`config.mk`:
```
export PLATFORM = sky130hd
export DESIGN_NAME = alu_seq_param
export DESIGN_NICKNAME = d
export VERILOG_FILES = /design/src/rtl/alu_seq_param.sv
export SDC_FILE = /design/constraint.sdc
export NUM_CORES = 1
export LEC_CHECK = 0
export ABC_AREA = 0
export BUFFER_PORTS_ARGS = -buffer_cell sky130_fd_sc_hd__clkbuf_2
export CAP_MARGIN = 20
export CORE_ASPECT_RATIO = 0.5
export CORE_MARGIN = 10
export CORE_UTILIZATION = 45
export CTS_CLUSTER_DIAMETER = 80
export DETAILED_ROUTE_END_ITERATION = 8
export HOLD_SLACK_MARGIN = 0.08
export PLACE_DENSITY = 0.66
export RECOVER_POWER = 25
export SYNTH_ARGS = -nofsm -noshare
export SYNTH_HDL_FRONTEND = slang
export SYNTH_SLANG_ARGS = --single-unit
```
`constraint.sdc`:
```
create_clock -name clk -period 25 [get_ports clk]
set_clock_uncertainty 0.15 [all_clocks]
set_input_delay 5 -clock clk [delete_from_list [all_inputs] [get_ports clk]]
set_output_delay 5 -clock clk [all_outputs]
set_load 0.005 [all_outputs]
```
`src/rtl/alu_seq_param.sv`:
```
// Sequential parameterised ALU.
// Every operation except DIV with a nonzero divisor completes on its accepting edge.
// DIV runs a restoring shift-subtract loop that yields one quotient bit per cycle,
// so it takes WIDTH cycles in StDiv.
module alu_seq_param #(
    parameter int unsigned WIDTH = 16,
    parameter int unsigned SHW   = $clog2(WIDTH)
) (
    input  logic             clk,
    input  logic             rst,
    input  logic             in_valid,
    output logic             in_ready,
    input  logic [WIDTH-1:0] A,
    input  logic [WIDTH-1:0] B,
    input  logic [3:0]       ALU_FUN,
    output logic             out_valid,
    output logic [WIDTH-1:0] ALU_OUT,
    output logic [WIDTH-1:0] ALU_OUT_HI,
    output logic             carry_flag,
    output logic             arith_flag,
    output logic             logic_flag,
    output logic             cmp_flag,
    output logic             shift_flag,
    output logic             div_zero_flag
);

    localparam int unsigned CntW = $clog2(WIDTH);

    // Flag vector layout: {carry, arith, logic, cmp, shift, div_zero}
    localparam logic [5:0] FlCarry = 6'b100000;
    localparam logic [5:0] FlArith = 6'b010000;
    localparam logic [5:0] FlLogic = 6'b001000;
    localparam logic [5:0] FlCmp   = 6'b000100;
    localparam logic [5:0] FlShift = 6'b000010;
    localparam logic [5:0] FlDivZ  = 6'b000001;

    typedef enum logic [0:0] {StIdle, StDiv} state_e;

    state_e           state_q, state_d;
    logic [CntW-1:0]  cnt_q, cnt_d;
    logic [WIDTH-1:0] dvd_q, dvd_d;   // dividend shifting out, quotient shifting in
    logic [WIDTH-1:0] dvs_q, dvs_d;
    logic [WIDTH-1:0] rem_q, rem_d;
    logic             vld_q, vld_d;
    logic [WIDTH-1:0] lo_q, lo_d;
    logic [WIDTH-1:0] hi_q, hi_d;
    logic [5:0]       flg_q, flg_d;

    logic [WIDTH-1:0]   op_lo, op_hi;
    logic [5:0]         op_flg;
    logic [WIDTH:0]     sum;
    logic [2*WIDTH-1:0] prod;
    logic [SHW-1:0]     shamt;

    logic [WIDTH:0]     trial;
    logic               q_bit;
    logic [WIDTH-1:0]   rem_nx;
    logic [WIDTH-1:0]   quo_nx;

    assign sum   = {1'b0, A} + {1'b0, B};
    assign prod  = {{WIDTH{1'b0}}, A} * {{WIDTH{1'b0}}, B};
    assign shamt = B[SHW-1:0];

    // Single-cycle result for the presented opcode (DIV here only covers B == 0)
    always_comb begin
        op_lo  = '0;
        op_hi  = '0;
        op_flg = '0;
        case (ALU_FUN)
            4'b0000: begin
                op_lo  = sum[WIDTH-1:0];
                op_flg = FlArith | (sum[WIDTH] ? FlCarry : 6'b0);
            end
            4'b0001: begin
                op_lo  = A - B;
                op_flg = FlArith | ((A < B) ? FlCarry : 6'b0);
            end
            4'b0010: begin
                op_lo  = prod[WIDTH-1:0];
                op_hi  = prod[2*WIDTH-1:WIDTH];
                op_flg = FlArith | ((|prod[2*WIDTH-1:WIDTH]) ? FlCarry : 6'b0);
            end
            4'b0011: begin
                op_lo  = '1;
                op_hi  = A;
                op_flg = FlArith | FlDivZ;
            end
            4'b0100: begin op_lo = A & B;    op_flg = FlLogic; end
            4'b0101: begin op_lo = A | B;    op_flg = FlLogic; end
            4'b0110: begin op_lo = ~(A & B); op_flg = FlLogic; end
            4'b0111: begin op_lo = ~(A | B); op_flg = FlLogic; end
            4'b1000: begin op_lo = A ^ B;    op_flg = FlLogic; end
            4'b1001: begin op_lo = ~(A ^ B); op_flg = FlLogic; end
            4'b1010: begin op_lo = (A == B) ? WIDTH'(1) : '0; op_flg = FlCmp; end
            4'b1011: begin op_lo = (A > B)  ? WIDTH'(2) : '0; op_flg = FlCmp; end
            4'b1100: begin op_lo = (A < B)  ? WIDTH'(3) : '0; op_flg = FlCmp; end
            4'b1101: begin op_lo = A >> shamt; op_flg = FlShift; end
            4'b1110: begin op_lo = A << shamt; op_flg = FlShift; end
            default: ;
        endcase
    end

    // One restoring-division step: bring down the next dividend bit, subtract if it fits
    always_comb begin
        trial  = {rem_q, dvd_q[WIDTH-1]};
        q_bit  = (trial >= {1'b0, dvs_q});
        rem_nx = q_bit ? (trial[WIDTH-1:0] - dvs_q) : trial[WIDTH-1:0];
        quo_nx = {dvd_q[WIDTH-2:0], q_bit};
    end

    // Next-state: accept in StIdle, iterate the divider in StDiv
    always_comb begin
        state_d = state_q;
        cnt_d   = cnt_q;
        dvd_d   = dvd_q;
        dvs_d   = dvs_q;
        rem_d   = rem_q;
        vld_d   = 1'b0;
        lo_d    = lo_q;
        hi_d    = hi_q;
        flg_d   = flg_q;
        unique case (state_q)
            StIdle: begin
                if (in_valid) begin
                    if (ALU_FUN == 4'b0011 && B != '0) begin
                        state_d = StDiv;
                        cnt_d   = '0;
                        dvd_d   = A;
                        dvs_d   = B;
                        rem_d   = '0;
                    end else begin
                        vld_d = 1'b1;
                        lo_d  = op_lo;
                        hi_d  = op_hi;
                        flg_d = op_flg;
                    end
                end
            end
            StDiv: begin
                dvd_d = quo_nx;
                rem_d = rem_nx;
                cnt_d = cnt_q + CntW'(1);
                if (cnt_q == CntW'(WIDTH - 1)) begin
                    state_d = StIdle;
                    vld_d   = 1'b1;
                    lo_d    = quo_nx;
                    hi_d    = rem_nx;
                    flg_d   = FlArith;
                end
            end
            default: state_d = StIdle;
        endcase
    end

    // State and result registers; reset wins over any accept and aborts a division
    always_ff @(posedge clk) begin
        if (rst) begin
            state_q <= StIdle;
            cnt_q   <= '0;
            dvd_q   <= '0;
            dvs_q   <= '0;
            rem_q   <= '0;
            vld_q   <= 1'b0;
            lo_q    <= '0;
            hi_q    <= '0;
            flg_q   <= '0;
        end else begin
            state_q <= state_d;
            cnt_q   <= cnt_d;
            dvd_q   <= dvd_d;
            dvs_q   <= dvs_d;
            rem_q   <= rem_d;
            vld_q   <= vld_d;
            lo_q    <= lo_d;
            hi_q    <= hi_d;
            flg_q   <= flg_d;
        end
    end

    assign in_ready      = (state_q == StIdle);
    assign out_valid     = vld_q;
    assign ALU_OUT       = lo_q;
    assign ALU_OUT_HI    = hi_q;
    assign carry_flag    = flg_q[5];
    assign arith_flag    = flg_q[4];
    assign logic_flag    = flg_q[3];
    assign cmp_flag      = flg_q[2];
    assign shift_flag    = flg_q[1];
    assign div_zero_flag = flg_q[0];

endmodule
```
==> results of run 1 <==
## sequential cells by signal, indices dropped and copies added, names as in the netlist
name	flops
cnt_q	4
flg_q	6
dvd_q	16
out_valid	1
rem_q	16
state_q	1
ALU_OUT_HI	16
ALU_OUT	16
dvs_q	16
## worst min-delay path: cells and delay by family, from the launching register on
kind            cells  cell delay (ns)
compound gates      1             0.05
flops               1             0.31
simple gates        1             0.05
## per-stage QoR
step | total power [W] | area, um2
CTS | 0.00236 | 18000
detailed placement | 0.00221 | 17700
global placement | 0.00221 | 17700
global route | 0.00260 | 18000
floorplan | 0.00153 | 17100
finish | 0.00245 | 18000
## report_power, final
| part | internal (W) | switching, W | total (W) |
|---|---|---|---|
| Clock | 0.0000705 | 0.0000623 | 0.000133 |
| Combinational | 0.000706 | 0.00145 | 0.00216 |
| Sequential | 0.000154 | 0.00000574 | 0.000160 |
| Total | 0.000931 | 0.00152 | 0.00245 |
## kinds of logic after synthesis
logic type / count (synthesis) / synth area share (%)
and+or+nand+nor: 679 / 16.7
AOI/OAI and AO/OA: 495 / 19.4
buffers and inverters: 438 / 9.79
adders and majority gates: 367 / 35.5
DFF: 92 / 10.8
xor gates and xnor gates: 76 / 3.89
muxes: 59 / 4.02
## path summary, 6_finish.rpt
kind	depth (start not counted)	to	startpoint
worst max-delay path	23	flg_q[5]$_SDFFE_PP0P_	A[12]
worst min-delay path	2	ALU_OUT_HI[9]$_SDFFE_PP0P_	ALU_OUT_HI[9]$_SDFFE_PP0P_
worst max register to register	11	ALU_OUT_HI[8]$_SDFFE_PP0P_	dvs_q[2]$_SDFFE_PP0P_
worst min register to register	2	ALU_OUT_HI[9]$_SDFFE_PP0P_	ALU_OUT_HI[9]$_SDFFE_PP0P_
## per-layer routing
layer	up-vias	track usage [%]
met3	202	9.49
met1	8230	41.4
met4	2	9.82
met2	1225	42.1
li1	7338	-
met5	-	2.43
## area by class of cell
type / instances / area [um2]
clock inverter: 5 / 35.0
clock buffer: 11 / 243
antenna: 1 / 2.50
tap: 494 / 618
inverter: 299 / 1120
sequential: 92 / 1840
timing repair buffer: 96 / 492
fill: 3805 / 19400
multi-input combinational: 1676 / 13600
## layout by cell type, fill, tap and decap left out, types with 9 or more instances in the layout
master,count
nor4_1,9
clkbuf_16,9
mux2i_1,39
o21ai_1,20
a21oi_1,140
inv_2,10
a211oi_1,24
nand4_1,12
xnor2_1,44
a221oi_1,10
nand2_1,260
o22ai_1,19
o211ai_1,20
dfxtp_1,91
a22oi_1,14
a31oi_1,26
clkbuf_2,50
a222oi_1,16
ha_1,170
o21ai_0,61
fa_1,197
a211o_1,9
o21a_1,9
a21o_1,21
nand3_1,32
buf_4,18
inv_1,284
xor2_1,32
nand2b_1,15
nor2_1,270
o21bai_1,15
o31ai_1,11
clkbuf_1,28
nor3_1,43
o221ai_1,12
==> flow_metrics.env, run 1 <==
export IMPL_ys_seq_area_share_pct=10.8
export IMPL_cts_tree="done"
export IMPL_nets=2580
export IMPL_power_density_mw_per_mm2=136
export IMPL_finalWorstSetupSlack_ns=12.66
export IMPL_setup_worst_path_end_class="flop"
export IMPL_cp_start_kind="input pin"
export IMPL_grt_pass1_vias=16500
export IMPL_maxSlewViolCount=0
export IMPL_grt_pass1_wl_mm=105
export IMPL_netlist_instances=2206
export IMPL_tightestPinTransition_ns=1.18
export IMPL_antenna_left=0
export IMPL_ys_warn_count=0
export IMPL_drive_gt1_share_pct=5.74
export IMPL_portBuffers=78
export IMPL_ys_types=84
export IMPL_clock_latency_ns=0.35
export IMPL_cts_buffer_depth=2
export IMPL_avgSynthCellArea_um2=7.75
export IMPL_hold_buffers=0
export IMPL_rsz0062_at_grt="no"
export IMPL_fin_hold_ws_ns=0.300
export IMPL_synth_most_common_cell="inv_1"
export IMPL_hold_class="reg -> reg"
export IMPL_cts_buffers=9
export IMPL_route_detailed_drc=0
export IMPL_post_place_cells=2657
export IMPL_grt_max_degree=94
export IMPL_cp_buffers_inverters=6
export IMPL_h_tree_depth=3
export IMPL_async_reset_ff_share_pct=0
export IMPL_routedWlPerCell_um=26.0
export IMPL_postLayoutCoreUtil_pct=48.0
export IMPL_via_per_inst=6.36
export IMPL_finalCritPeriodShare_pct=49.4
export IMPL_yosysTopAreaCellShare_pct=23.1
export IMPL_hold_viol_final=0
export IMPL_met3_wirelength_mm=10.4
export IMPL_slew_headroom_pct=19.3
export IMPL_syn_num_nets=2612
export IMPL_yosys_area_top_type="fa_1"
export IMPL_path_class="in -> reg"
export IMPL_rrSetupSlack_ns=21.18
export IMPL_ys_ff_latch=92
export IMPL_grt_overflow_total=0
export IMPL_crit_top_cell="fa_1"
export IMPL_grt_antenna_before_repair=1
export IMPL_critPathArrivalTime_ns=12.42
export IMPL_synth_commonest_cells="284 x inv_1, 272 x nor2_1, 260 x nand2_1, 197 x fa_1, 170 x ha_1"
export IMPL_synth_edf_count=0
export IMPL_drt_total_wl_mm=69.6
export IMPL_wl_met2_mm=27.7
export IMPL_wl_met1_mm=29.0
export IMPL_cts_resized=0
export IMPL_clkSinkCount=92
export IMPL_max_freq_ghz=0.0811
export IMPL_crit_family="adder cells"
export IMPL_setup_viol=0
export IMPL_dpl_hpwl_mm=52.8
export IMPL_highest_layer="met5"
export IMPL_critPathMaxStageDelay_ns=0.62
export IMPL_final_cells=2674
export IMPL_floorplan_initialDensity_pct=45.7
export IMPL_post_cts_buffers=0
export IMPL_worstPathMaxFanout=18
export IMPL_tns_ns=0
export IMPL_clk_pin_slew_ns=0.07
export IMPL_dp_slack_ns=12.60
export IMPL_gp_congestion=1.04
export IMPL_mappedNetlistArea_mm2=0.0171
export IMPL_area_delta_synth_final_pct=5.06
export IMPL_min_period_ns=12.34
export IMPL_ys_flop_type="dfxtp_1"
export IMPL_track_usage_pct=29.7
export IMPL_rows=50
export IMPL_maxCapViolCount=0
export IMPL_first_iter_violations=2147
export IMPL_crit_chain="clkbuf_2, inv_1, nor2_1, fa_1, inv_1, fa_1, fa_1, inv_1, fa_1, fa_1, inv_1, fa_1, inv_1, ha_1, a21oi_1, o221ai_1, a21oi_1, a31o_2, o31a_1, xnor2_1, or3_1, nor4_1, a21oi_1"
export IMPL_die_area_mm2=0.0467
export IMPL_core_area_mm2=0.0374
export IMPL_die_h_um=158
export IMPL_die_w_um=296
export IMPL_synthTopCellsByArea="fa_1 23%, ha_1 12%, dfxtp_1 11%, inv_1 6.2%, nor2_1 6.0%"
export IMPL_via_count=17000
export IMPL_p_leak_nw=8.15
export IMPL_cts_root_buf="clkbuf_16"
export IMPL_io_pins=79
export IMPL_irDropWorstVdd_uv=159
export IMPL_crit_path_top_delay_cell="clkbuf_2"
export IMPL_first_pass_iters=7
export IMPL_cp_required_ns=25.08
export IMPL_status="complete, no violations"
Power figures use the tool's default switching activity.
==> run 2, diff against run 1 <==
Clock period 25 ns to 12.63 ns, I/O delays scaled along.
==> flow_metrics.env, run 2 (synthesized netlist as in run 1, its figures left out) <==
export IMPL_status="complete, no violations"
export IMPL_grt_pass1_wl_mm=104
export IMPL_crit_chain="clkbuf_2, ha_1, inv_1, fa_1, inv_1, fa_1, fa_1, fa_1, fa_1, inv_1, fa_1, inv_1, ha_1, nand4_1, o221ai_1, a21oi_1, a31o_2, o31a_1, xnor2_1, or3_1, nor4_1, a21oi_1"
export IMPL_cp_start_kind="input pin"
export IMPL_die_h_um=158
export IMPL_cts_resized=0
export IMPL_grt_antenna_before_repair=3
export IMPL_post_cts_buffers=0
export IMPL_clk_pin_slew_ns=0.07
export IMPL_finalCritPeriodShare_pct=78.2
export IMPL_drive_gt1_share_pct=5.69
export IMPL_core_area_mm2=0.0374
export IMPL_routedWlPerCell_um=26.1
export IMPL_critPathArrivalTime_ns=9.97
export IMPL_nets=2582
export IMPL_crit_family="adder cells"
export IMPL_cts_root_buf="clkbuf_16"
export IMPL_maxCapViolCount=0
export IMPL_crit_top_cell="fa_1"
export IMPL_h_tree_depth=3
export IMPL_die_area_mm2=0.0467
export IMPL_cts_buffer_depth=2
export IMPL_layout_common_cells="284 x inv_1, 270 x nor2_1, 260 x nand2_1, 197 x fa_1, 170 x ha_1"
export IMPL_finalWorstSetupSlack_ns=2.76
export IMPL_dpl_hpwl_mm=52.9
export IMPL_clkSinkCount=92
export IMPL_final_common_cell="inv_1"
export IMPL_die_w_um=296
export IMPL_crit_path_top_delay_cell="clkbuf_2"
export IMPL_track_usage_pct=29.8
export IMPL_via_per_inst=6.38
export IMPL_first_iter_violations=2224
export IMPL_cp_required_ns=12.72
export IMPL_dp_slack_ns=2.69
export IMPL_via_count=17100
export IMPL_drt_total_wl_mm=70.0
export IMPL_irDropWorstVdd_uv=327
export IMPL_tightestPinTransition_ns=1.12
export IMPL_hold_class="reg -> reg"
export IMPL_cp_buffers_inverters=5
export IMPL_p_total_w=0.00493
export IMPL_maxSlewViolCount=0
export IMPL_max_freq_ghz=0.101
export IMPL_setup_worst_path_end_class="flop"
export IMPL_min_period_ns=9.87
export IMPL_rrSetupSlack_ns=8.93
export IMPL_antenna_left=0
export IMPL_postLayoutCoreUtil_pct=48.3
export IMPL_grt_overflow_total=0
export IMPL_grt_max_degree=90
export IMPL_gp_congestion=1.05
export IMPL_setup_viol=0
export IMPL_clock_latency_ns=0.36
export IMPL_p_leak_nw=8.18
export IMPL_first_pass_iters=9
export IMPL_floorplan_initialDensity_pct=45.7
export IMPL_rows=50
export IMPL_cts_tree="done"
export IMPL_grt_pass1_vias=16500
export IMPL_cts_buffers=9
export IMPL_tns_ns=0
export IMPL_power_density_mw_per_mm2=273
export IMPL_hold_viol_final=0
export IMPL_critPathMaxStageDelay_ns=0.65
export IMPL_area_delta_synth_final_pct=5.60
export IMPL_path_class="in -> reg"
export IMPL_worstPathMaxFanout=19
export IMPL_portBuffers=78
export IMPL_route_detailed_drc=0
export IMPL_slew_headroom_pct=23.6
export IMPL_fin_hold_ws_ns=0.301
export IMPL_io_pins=79
export IMPL_rsz0062_at_grt="no"
export IMPL_hold_buffers=0
-- run 2: cell types whose count changed in the layout (fill, tap and decap cells not counted) --
cell       previous run  this run
buf_8                 0         1
diode_2               1         2
clkbuf_1             28        31
bufinv_16             0         3
buf_4                18        19
clkinv_2              2         1
clkbuf_2             50        46
inv_6                 1         0
-- run 2: metrics by stage --
stage / instances / instance area (um2)
5_1_grt: 2676 / 18100
2_1_floorplan: 2206 / 17100
3_5_place_dp: 2658 / 17700
4_1_cts: 2674 / 18100
6_report: 2677 / 18100
3_3_place_gp: 2658 / 17700
-- run 2: path summary, 6_finish.rpt --
kind	start	to	cells past startpoint
hold reg to reg	ALU_OUT[0]$_SDFFE_PP0P_	ALU_OUT[0]$_SDFFE_PP0P_	2
setup reg to reg	dvs_q[2]$_SDFFE_PP0P_	ALU_OUT_HI[8]$_SDFFE_PP0P_	11
setup / recovery	A[8]	flg_q[5]$_SDFFE_PP0P_	22
hold / removal	ALU_OUT[0]$_SDFFE_PP0P_	ALU_OUT[0]$_SDFFE_PP0P_	2
-- run 2: per-layer routing --
metal  vias up  GRT usage (%)  wire length, um
li1       7361              -                -
met3       228           13.2            11300
met4         2           9.34             2410
met2      1213           42.8            28200
met1      8269           39.3            28000
met5         -              0               16
-- run 2: area by class of cell --
| cell class | count | area (um2) |
|---|---|---|
| Clock buffer | 10 | 239 |
| Inverter | 299 | 1120 |
| Tap cell | 494 | 618 |
| Fill cell | 3727 | 19400 |
| Clock inverter | 6 | 111 |
| Sequential cell | 92 | 1840 |
| Timing Repair Buffer | 98 | 509 |
| Antenna cell | 2 | 5.00 |
| Multi-Input combinational cell | 1676 | 13600 |
-- run 2: report_power, final --
part	leakage (nW)	internal [W]	switching, W
combinational	7.26	0.00140	0.00289
sequential	0.747	0.000306	0.0000113
clock	0.169	0.000199	0.000124
-- run 2: worst min-delay path, delay by kind of cell, from the launching register on --
| family | cells | cell delay [ns] |
|---|---|---|
| AO/OA/AOI/OAI | 1 | 0.05 |
| flip-flops | 1 | 0.31 |
| AND/OR/NAND/NOR | 1 | 0.05 |
